`config.mk`:
```
export PLATFORM = sky130hd
export DESIGN_NAME = uart_rx_core
export DESIGN_NICKNAME = d
export VERILOG_FILES = /design/src/rtl/uart_rx_core.sv
export SDC_FILE = /design/constraint.sdc
export NUM_CORES = 1
export LEC_CHECK = 0
export CORE_UTILIZATION = 61
export DETAILED_ROUTE_END_ITERATION = 6
export PLACE_DENSITY_LB_ADDON = 0.1
export SLEW_MARGIN = 0
export SYNTH_ARGS = -nofsm -noshare
export SYNTH_HDL_FRONTEND = slang
export SYNTH_SLANG_ARGS = --single-unit
export TNS_END_PERCENT = 1
```
`constraint.sdc`:
```
create_clock -name clk -period 4.89 [get_ports clk]
set_clock_uncertainty 0.15 [all_clocks]
set_input_delay 0.7335 -clock clk [delete_from_list [all_inputs] [get_ports clk]]
set_output_delay 0.7335 -clock clk [all_outputs]
set_load 0.05 [all_outputs]
```
`src/rtl/uart_rx_core.sv`:
```
// uart_rx_core: 8N1 UART receiver with mid-bit sampling.
// The start edge is detected on a double-synchronized copy of the line.
// After the start bit is confirmed at its midpoint, the bit counter is
// realigned so that every later sample lands mid-bit.
// Optional feature macro: UART_RX_PARITY_EN adds an even-parity bit
// between data bit 7 and the stop bit, plus a parity_err pulse output.
// Reset is synchronous and active-high. The port keeps the name rst_n.
module uart_rx_core #(
  parameter int CLK_FREQ = 50_000_000,
  parameter int BAUD     = 9600
) (
  input  logic       clk,
  input  logic       rst_n,
  input  logic       uart_rx,
  output logic       rx_done,
`ifdef UART_RX_PARITY_EN
  output logic       parity_err,
`endif
  output logic [7:0] rx_data
);

  localparam int          BIT_CYCLES = CLK_FREQ / BAUD;
  // Half a bit minus one: the start-bit midpoint, and the realignment point.
  localparam logic [12:0] MID_CNT    = 13'(BIT_CYCLES / 2 - 1);
  // After realignment, a full bit period lands each sample mid-bit.
  localparam logic [12:0] LAST_CNT   = 13'(BIT_CYCLES - 1);

  typedef enum logic [2:0] {
    ST_IDLE   = 3'd0,
    ST_START  = 3'd1,
    ST_DATA   = 3'd2,
`ifdef UART_RX_PARITY_EN
    ST_PARITY = 3'd3,
`endif
    ST_STOP   = 3'd4
  } state_t;

`ifdef UART_RX_PARITY_EN
  // Even parity across data plus parity bit; a result of 1 means mismatch.
  function automatic logic parity_fail(input logic [7:0] data, input logic par);
    parity_fail = (^data) ^ par;
  endfunction
`endif

  logic       sync1_q;
  logic       sync2_q;
  logic       hist_q;
  logic       rx_s;
  logic       start_edge_s;

  state_t      state_q, state_d;
  logic [12:0] cnt_q, cnt_d;
  logic [2:0]  idx_q, idx_d;
  logic [7:0]  shift_q, shift_d;
  logic [7:0]  rx_data_q, rx_data_d;
  logic        rx_done_q, rx_done_d;
`ifdef UART_RX_PARITY_EN
  logic        par_q, par_d;
  logic        perr_q, perr_d;
`endif

  assign rx_s         = sync2_q;
  assign start_edge_s = hist_q & ~sync2_q;

  // Synchronizer and edge-history chain. These reset to idle-high so that
  // coming out of reset never looks like a start edge.
  always_ff @(posedge clk) begin
    if (rst_n) begin
      sync1_q <= 1'b1;
      sync2_q <= 1'b1;
      hist_q  <= 1'b1;
    end else begin
      sync1_q <= uart_rx;
      sync2_q <= sync1_q;
      hist_q  <= sync2_q;
    end
  end

  // State, counters, shift register and registered outputs.
  always_ff @(posedge clk) begin
    if (rst_n) begin
      state_q   <= ST_IDLE;
      cnt_q     <= 13'd0;
      idx_q     <= 3'd0;
      shift_q   <= 8'h00;
      rx_data_q <= 8'h00;
      rx_done_q <= 1'b0;
`ifdef UART_RX_PARITY_EN
      par_q     <= 1'b0;
      perr_q    <= 1'b0;
`endif
    end else begin
      state_q   <= state_d;
      cnt_q     <= cnt_d;
      idx_q     <= idx_d;
      shift_q   <= shift_d;
      rx_data_q <= rx_data_d;
      rx_done_q <= rx_done_d;
`ifdef UART_RX_PARITY_EN
      par_q     <= par_d;
      perr_q    <= perr_d;
`endif
    end
  end

  // Next-state logic: frame sequencing, bit sampling and output loading.
  always_comb begin
    state_d   = state_q;
    cnt_d     = cnt_q;
    idx_d     = idx_q;
    shift_d   = shift_q;
    rx_data_d = rx_data_q;
    rx_done_d = 1'b0;
`ifdef UART_RX_PARITY_EN
    par_d     = par_q;
    perr_d    = 1'b0;
`endif
    case (state_q)
      ST_IDLE: begin
        cnt_d = 13'd0;
        idx_d = 3'd0;
        if (start_edge_s) begin
          state_d = ST_START;
        end else begin
          state_d = ST_IDLE;
        end
      end
      ST_START: begin
        if (cnt_q == MID_CNT) begin
          // The counter restarts here, so the next sample is one bit later.
          cnt_d = 13'd0;
          if (!rx_s) begin
            state_d = ST_DATA;
            idx_d   = 3'd0;
          end else begin
            // The line went back high: this was a glitch, not a start bit.
            state_d = ST_IDLE;
          end
        end else begin
          cnt_d = cnt_q + 13'd1;
        end
      end
      ST_DATA: begin
        if (cnt_q == LAST_CNT) begin
          cnt_d   = 13'd0;
          shift_d = {rx_s, shift_q[7:1]};
          if (idx_q == 3'd7) begin
            idx_d = 3'd0;
`ifdef UART_RX_PARITY_EN
            state_d = ST_PARITY;
`else
            state_d = ST_STOP;
`endif
          end else begin
            idx_d = idx_q + 3'd1;
          end
        end else begin
          cnt_d = cnt_q + 13'd1;
        end
      end
`ifdef UART_RX_PARITY_EN
      ST_PARITY: begin
        if (cnt_q == LAST_CNT) begin
          cnt_d   = 13'd0;
          par_d   = rx_s;
          state_d = ST_STOP;
        end else begin
          cnt_d = cnt_q + 13'd1;
        end
      end
`endif
      ST_STOP: begin
        if (cnt_q == LAST_CNT) begin
          // Return to IDLE at mid-stop so a back-to-back start edge is seen.
          cnt_d   = 13'd0;
          state_d = ST_IDLE;
          if (rx_s) begin
`ifdef UART_RX_PARITY_EN
            if (parity_fail(shift_q, par_q)) begin
              perr_d = 1'b1;
            end else begin
              rx_data_d = shift_q;
              rx_done_d = 1'b1;
            end
`else
            rx_data_d = shift_q;
            rx_done_d = 1'b1;
`endif
          end else begin
            // Framing error: drop the byte and keep the previous rx_data.
            rx_done_d = 1'b0;
          end
        end else begin
          cnt_d = cnt_q + 13'd1;
        end
      end
      default: begin
        state_d = ST_IDLE;
        cnt_d   = 13'd0;
        idx_d   = 3'd0;
      end
    endcase
  end

  assign rx_done = rx_done_q;
  assign rx_data = rx_data_q;
`ifdef UART_RX_PARITY_EN
  assign parity_err = perr_q;
`endif

endmodule

```
==> results.py, run 1 <==
metrics = {
    "synthesis": {
        "synth.cell_area_um2": 1620,
        "yosysUniqueCellTypes": 31,
        "yosysWarnings": 0,
        "syn_inst": 172,
        "ys_seq_elements": 39,
        "syn-num-nets": 178,
        "yosysSeqAreaShare_pct": 48.3,
        "avgSynthCellArea_um2": 9.40,
    },
    "global_route": {
        "grt_pass1_vias": 1010,
        "grt_usage_pct": 21.8,
        "overflow": 0,
        "antenna_found_initial": 0,
        "grt_pass1_wl_mm": 4.33,
        "grt_start_max_net_pins": 30,
    },
    "route": {
        "vias": 1172,
        "drt-initial-drc-count": 19,
        "ant_nets": 0,
        "top_layer_used": "met4",
        "viasPerCell": 5.50,
        "met2WireLength_mm": 1.24,
        "drt_pass1_iterations": 4,
        "drc": 0,
        "wire_per_inst_um": 12.5,
        "met1Wirelength_mm": 1.26,
        "dr_wl_met3_um": 106,
        "wirelength_mm": 2.66,
    },
    "cells_and_area": {
        "nNetsFinal": 188,
        "diodes": 0,
        "area_delta_synth_final_pct": 10.1,
        "layout_common_cells": "39 x nor2_1, 39 x dfxtp_1, 19 x mux2i_1",
        "nFillCells": 191,
        "drive_above_1_share_pct": 7.65,
    },
    "timing": {
        "hold_viol": 0,
        "grt_setup_unrepaired": "false",
        "setup_viol": 0,
        "slew_violations": 0,
        "tns_ps": 0,
        "relSlewSlack_pct": 39.9,
        "holdWs_ps": 275,
        "fin_crit_sh_pct": 51.0,
        "max_freq_ghz": 0.401,
        "min_period_ps": 2490,
        "worst_pin_slew_ps": 899,
    },
    "clock_tree": {
        "cts.sinks": 39,
        "htreeDepth": 2,
        "clk_path_buf_depth": 2,
        "ctsHoldBuffers": 0,
        "cts.root.buffer_cell": "clkbuf_4",
        "cts_tree": "yes",
        "cts_made_buffers": 5,
        "clk_pin_slew_ps": 110,
        "clk_latency_ps": 350,
        "cts_setup_buffers": 0,
        "post_cts_resized": 0,
    },
    "die": {
        "core_um2": 2500,
        "ios": 12,
        "die_h_um": 53.5,
        "dieArea_um2": 2860,
        "die_x_um": 53.5,
        "start_util_pct": 64.7,
        "core.rowCount": 18,
    },
    "critical_path": {
        "path_max_fanout": 9,
        "worst_setup_path_start_kind": "flop",
        "crit_type": "flop to flop",
        "cp.required_ps": 4950,
        "endpoint_kind": "flop",
        "worst_ep_arrival_time_ps": 2550,
    },
    "placed_design": {
        "place_congestion": 0.742,
        "portBuffers": 11,
        "dp_hpwl_mm": 1.90,
    },
    "power_and_ir_drop": {
        "leakage_nw": 0.694,
        "internal_power_mw": 0.378,
        "powerDensity_nw_per_um2": 275,
        "p_comb_share_pct": 2.4,
        "ir_worst_vdd_mv": 0.281,
        "p_clk_share_pct": 31.9,
        "p_seq_share_pct": 65.8,
        "power_switching_mw": 0.111,
        "p_sw_share_pct": 22.8,
    },
    "min_path": {
        "hp-class": "flop to flop",
    },
    "status": {
        "status": "completed",
    },
    "run": {
        "maxCapViolations": 0,
    },
}
path summary, 6_finish.rpt:
check	from	end	slack, ps	cells past startpoint
setup / recovery	cnt_q[0]$_SDFF_PP0_	rx_data[6]$_SDFFE_PP0P_	2400	6
hold / removal	sync1_q$_SDFF_PP1_	rx_s$_SDFF_PP1_	270	1
setup reg to reg	cnt_q[0]$_SDFF_PP0_	rx_data[6]$_SDFFE_PP0P_	2400	6
hold reg to reg	sync1_q$_SDFF_PP1_	rx_s$_SDFF_PP1_	270	1
Yosys cell counts, drive strengths merged:
library cell  count  area (µm²)
a21o              1        7.51
a22oi             1        7.51
a31oi             2        12.5
and2              1        6.26
and3              5        31.3
and4bb            1        12.5
buf               1        11.3
clkbuf            7        26.3
dfxtp            39         781
ha                3        37.5
inv               3        11.3
mux2i            19         190
nand2            10        37.5
nand2b            3        18.8
nand3             4        20.0
nand4             5        37.5
nor2             40         153
nor2b             1        6.26
nor3b             4        35.0
nor4              1        6.26
nor4bb            1        10.0
o21ai             1        5.00
o22ai             1        6.26
o31ai             1        7.51
or2               3        18.8
or4               2        15.0
xnor2             5        43.8
xor2              7        61.3
layout make-up:
type | instances | area, µm² | share of cell area [%]
clock buffer | 5 | 37.5 | 2.11
clock inverter | 3 | 15.0 | 0.844
inverter | 3 | 11.3 | 0.633
multi-input combinational | 122 | 787 | 44.2
sequential | 39 | 781 | 43.9
tap | 30 | 37.5 | 2.11
timing repair buffer | 11 | 110 | 6.19
routing by layer:
layer	track usage [%]	up-vias
li1	-	597
met3	8.62	5
met4	11.8	0
met1	25.1	550
met2	34.2	20
met5	0	-
state kept, by name (all words and copies together) (netlist names):
signal and count:
cnt_q 13, rx_data 8, shift_q 8, idx_q 3
state_q 3, hist_q 1, rx_done 1, rx_s 1
sync1_q 1
cells by family after synthesis:
group / count (synthesis) / share of synthesized area (%)
buf+inv: 11 / 3.02
fa+ha+maj: 3 / 2.32
xor+xnor: 12 / 6.50
simple gates: 81 / 25.2
flops: 39 / 48.3
compound gates: 7 / 2.86
mux: 19 / 11.8
power groups by stage:
| stage | clock network (mW) | logic (mW) | registers, mW |
|---|---|---|---|
| 6_report | 0.156 | 0.0115 | 0.322 |
| 5_1_grt | 0.176 | 0.0128 | 0.322 |
| 4_1_cts | 0.162 | 0.0117 | 0.322 |
| 3_5_place_dp | 0 | 0.0117 | 0.329 |
| 3_3_place_gp | 0 | 0.0112 | 0.329 |
| 2_1_floorplan | 0 | 0.00988 | 0.328 |
through the flow:
step / instances / setup slack [ps] / total power [mW] / instance area, µm² / util, %
after global placement: 205 / 2300 / 0.340 / 1730 / 69.1
final: 213 / 2400 / 0.489 / 1780 / 71.2
after global routing: 213 / 2280 / 0.511 / 1780 / 71.2
after floorplan: 172 / 2830 / 0.337 / 1620 / -
after CTS: 213 / 2400 / 0.496 / 1780 / 71.2
after detailed placement: 205 / 2260 / 0.341 / 1730 / 69.1
worst max-delay path: stages, from the launching register on:
cell and delay [ps]:
dfxtp_1 410, ha_1 220, nor3b_2 240, nand4_2 220, or4_1 790, mux2i_1 250, nor2_1 60
No activity file was read; power rests on OpenSTA's default activity.
==> run 2: changes to the inputs <==
Settings changed: CORE_UTILIZATION 61 to 51.
Clock period 4.89 ns to 2.1 ns, I/O delays scaled along.
==> run 2 against run 1 <==
Against the previous run:
- final cell count is 12% higher
- non-clock buffer count increased by 11
- sequential cell count unchanged
- sequential power up 130%
- wire length increased by 9.7%
- sequential share of layout area fell by 3.3 points
- combinational power grew to 3.0 times the previous value
- utilization down 7.5 points
- die area grew 19%
==> results.py, run 2 (synthesis gave the netlist of run 1 again) <==
metrics = {
    "status": {
        "status": "completed",
    },
    "clock_tree": {
        "cts.root.buffer_cell": "clkbuf_4",
        "clk_path_buf_depth": 2,
        "clk_pin_slew_ps": 110,
        "cts_made_buffers": 5,
        "clk_latency_ps": 340,
        "htreeDepth": 2,
        "ctsHoldBuffers": 0,
        "cts_tree": "yes",
        "cts.sinks": 39,
    },
    "critical_path": {
        "setup.worst_path.start": "cnt_q[1]$_SDFF_PP0_",
        "ff2ff_path_depth": 7,
        "crit_type": "flop to flop",
        "endpoint_kind": "flop",
        "path_max_fanout": 5,
        "worst_setup_path_start_kind": "flop",
        "cp.required_ps": 2180,
        "rrSetupSlack_ps": 90,
        "r2r_start": "cnt_q[1]$_SDFF_PP0_",
        "worst_ep_arrival_time_ps": 2090,
        "r2r_end": "rx_data[0]$_SDFFE_PP0P_",
    },
    "timing": {
        "fin_ws_ps": 94.3,
        "slew_violations": 0,
        "relSlewSlack_pct": 66.1,
        "setup_viol": 0,
        "fin_crit_sh_pct": 95.5,
        "min_period_ps": 2010,
        "worst_pin_slew_ps": 507,
        "hold_viol": 0,
        "max_freq_ghz": 0.499,
    },
    "power_and_ir_drop": {
        "p_sw_share_pct": 20.0,
        "p_comb_share_pct": 2.7,
        "leakage_nw": 0.758,
        "p_clk_share_pct": 39.9,
        "powerDensity_nw_per_um2": 675,
        "power_switching_mw": 0.261,
        "ir_worst_vdd_mv": 0.408,
        "internal_power_mw": 1.04,
        "p_seq_share_pct": 57.5,
    },
    "route": {
        "drc": 0,
        "wire_per_inst_um": 12.2,
        "drt-initial-drc-count": 76,
        "drt_pass1_iterations": 4,
        "wirelength_mm": 2.91,
        "ant_nets": 0,
        "vias": 1220,
        "viasPerCell": 5.13,
    },
    "placed_design": {
        "portBuffers": 11,
        "place_inst": 228,
        "dp_hpwl_mm": 2.04,
        "place_ws_ps": 19.1,
        "place_congestion": 0.809,
    },
    "die": {
        "dieArea_um2": 3400,
        "start_util_pct": 53.4,
        "die_x_um": 58.3,
        "core_um2": 3030,
        "ios": 12,
        "core.rowCount": 20,
        "die_h_um": 58.3,
    },
    "cells_and_area": {
        "fin_util_pct": 63.7,
        "layout.cells.non_filler": 238,
        "layout_commonest_cell": "nor2_1",
        "drive_above_1_share_pct": 14.9,
        "nFillCells": 267,
        "regMostFlops": "cnt_q",
        "diodes": 0,
        "area_delta_synth_final_pct": 19.3,
        "layout_common_cells": "39 x nor2_1, 37 x dfxtp_1, 19 x mux2i_1",
        "nNetsFinal": 199,
        "largest_reg_flops": 13,
    },
    "global_route": {
        "grt_usage_pct": 19.2,
        "overflow": 0,
        "grt_pass1_vias": 1119,
        "grt_pass1_wl_mm": 4.88,
        "antenna_found_initial": 0,
        "grt_start_max_net_pins": 18,
    },
    "min_path": {
        "min_to": "rx_s$_SDFF_PP1_",
        "hold_start": "sync1_q$_SDFF_PP1_",
        "hp-class": "flop to flop",
        "min_path_cells": 1,
    },
    "run": {
        "maxCapViolations": 0,
    },
}
==> run 2: how the worst max path moves through the flow <==
stage / endpoint / slack [ps] / cells past startpoint
floorplan: rx_data[7]$_SDFFE_PP0P_ / 40 / 7
global placement: rx_data[2]$_SDFFE_PP0P_ / 130 / 7
detailed placement: rx_data[0]$_SDFFE_PP0P_ / 20 / 7
CTS: rx_data[0]$_SDFFE_PP0P_ / 40 / 7
global route: rx_data[4]$_SDFFE_PP0P_ / -10 / 7
finish: rx_data[0]$_SDFFE_PP0P_ / 90 / 7
==> run 2: per-layer routing <==
layer | part of all wire (%) | up-vias | track usage, %
met5 | 0 | - | 0
met4 | 1.3 | 0 | 7.82
met3 | 3.6 | 5 | 6.81
met2 | 47 | 23 | 30.2
met1 | 48 | 572 | 23.9
li1 | - | 620 | -
==> run 2: stage by stage <==
stage | total power, mW | instance area, µm² | setup TNS (ps) | hold slack (ps)
2_1_floorplan | 0.786 | 1620 | 0 | 239
3_3_place_gp | 0.799 | 1810 | 0 | 247
3_5_place_dp | 0.801 | 1810 | 0 | 247
4_1_cts | 1.32 | 1900 | 0 | 274
5_1_grt | 1.36 | 1930 | -13.1 | 298
6_report | 1.30 | 1930 | 0 | 271
==> run 2: final cells by class <==
cell class                 count  area (µm²)  area share (%)
clock buffer                   6        51.3            2.66
inverter                       3        11.3           0.584
timing repair buffer          22         194            10.1
multi-input combinational    122         800            41.4
sequential                    39         783            40.6
clock inverter                 2        35.0            1.82
tap                           44        55.1            2.85
==> run 2: power by group through the flow <==
stage | logic, mW | registers [mW] | clock network [mW]
floorplan | 0.0230 | 0.763 | 0
global placement | 0.0337 | 0.765 | 0
detailed placement | 0.0352 | 0.766 | 0
CTS | 0.0353 | 0.749 | 0.536
global route | 0.0395 | 0.750 | 0.565
finish | 0.0350 | 0.749 | 0.519
==> run 2: critical path: stages, from the launching register on <==
cell     delay [ps]
dfxtp_2         370
ha_2            190
nor3b_4         220
nand4_2         110
or4_4           510
buf_6           160
mux2i_1         140
nor2_1           60
==> run 2: timing repair <==
action	in CTS	in global routing
setup buffers	0	1
pin swaps	0	1
resized for setup	1	5
setup endpoints to repair	1	8
endpoints found under the hold margin	0	0
cloned	0	1
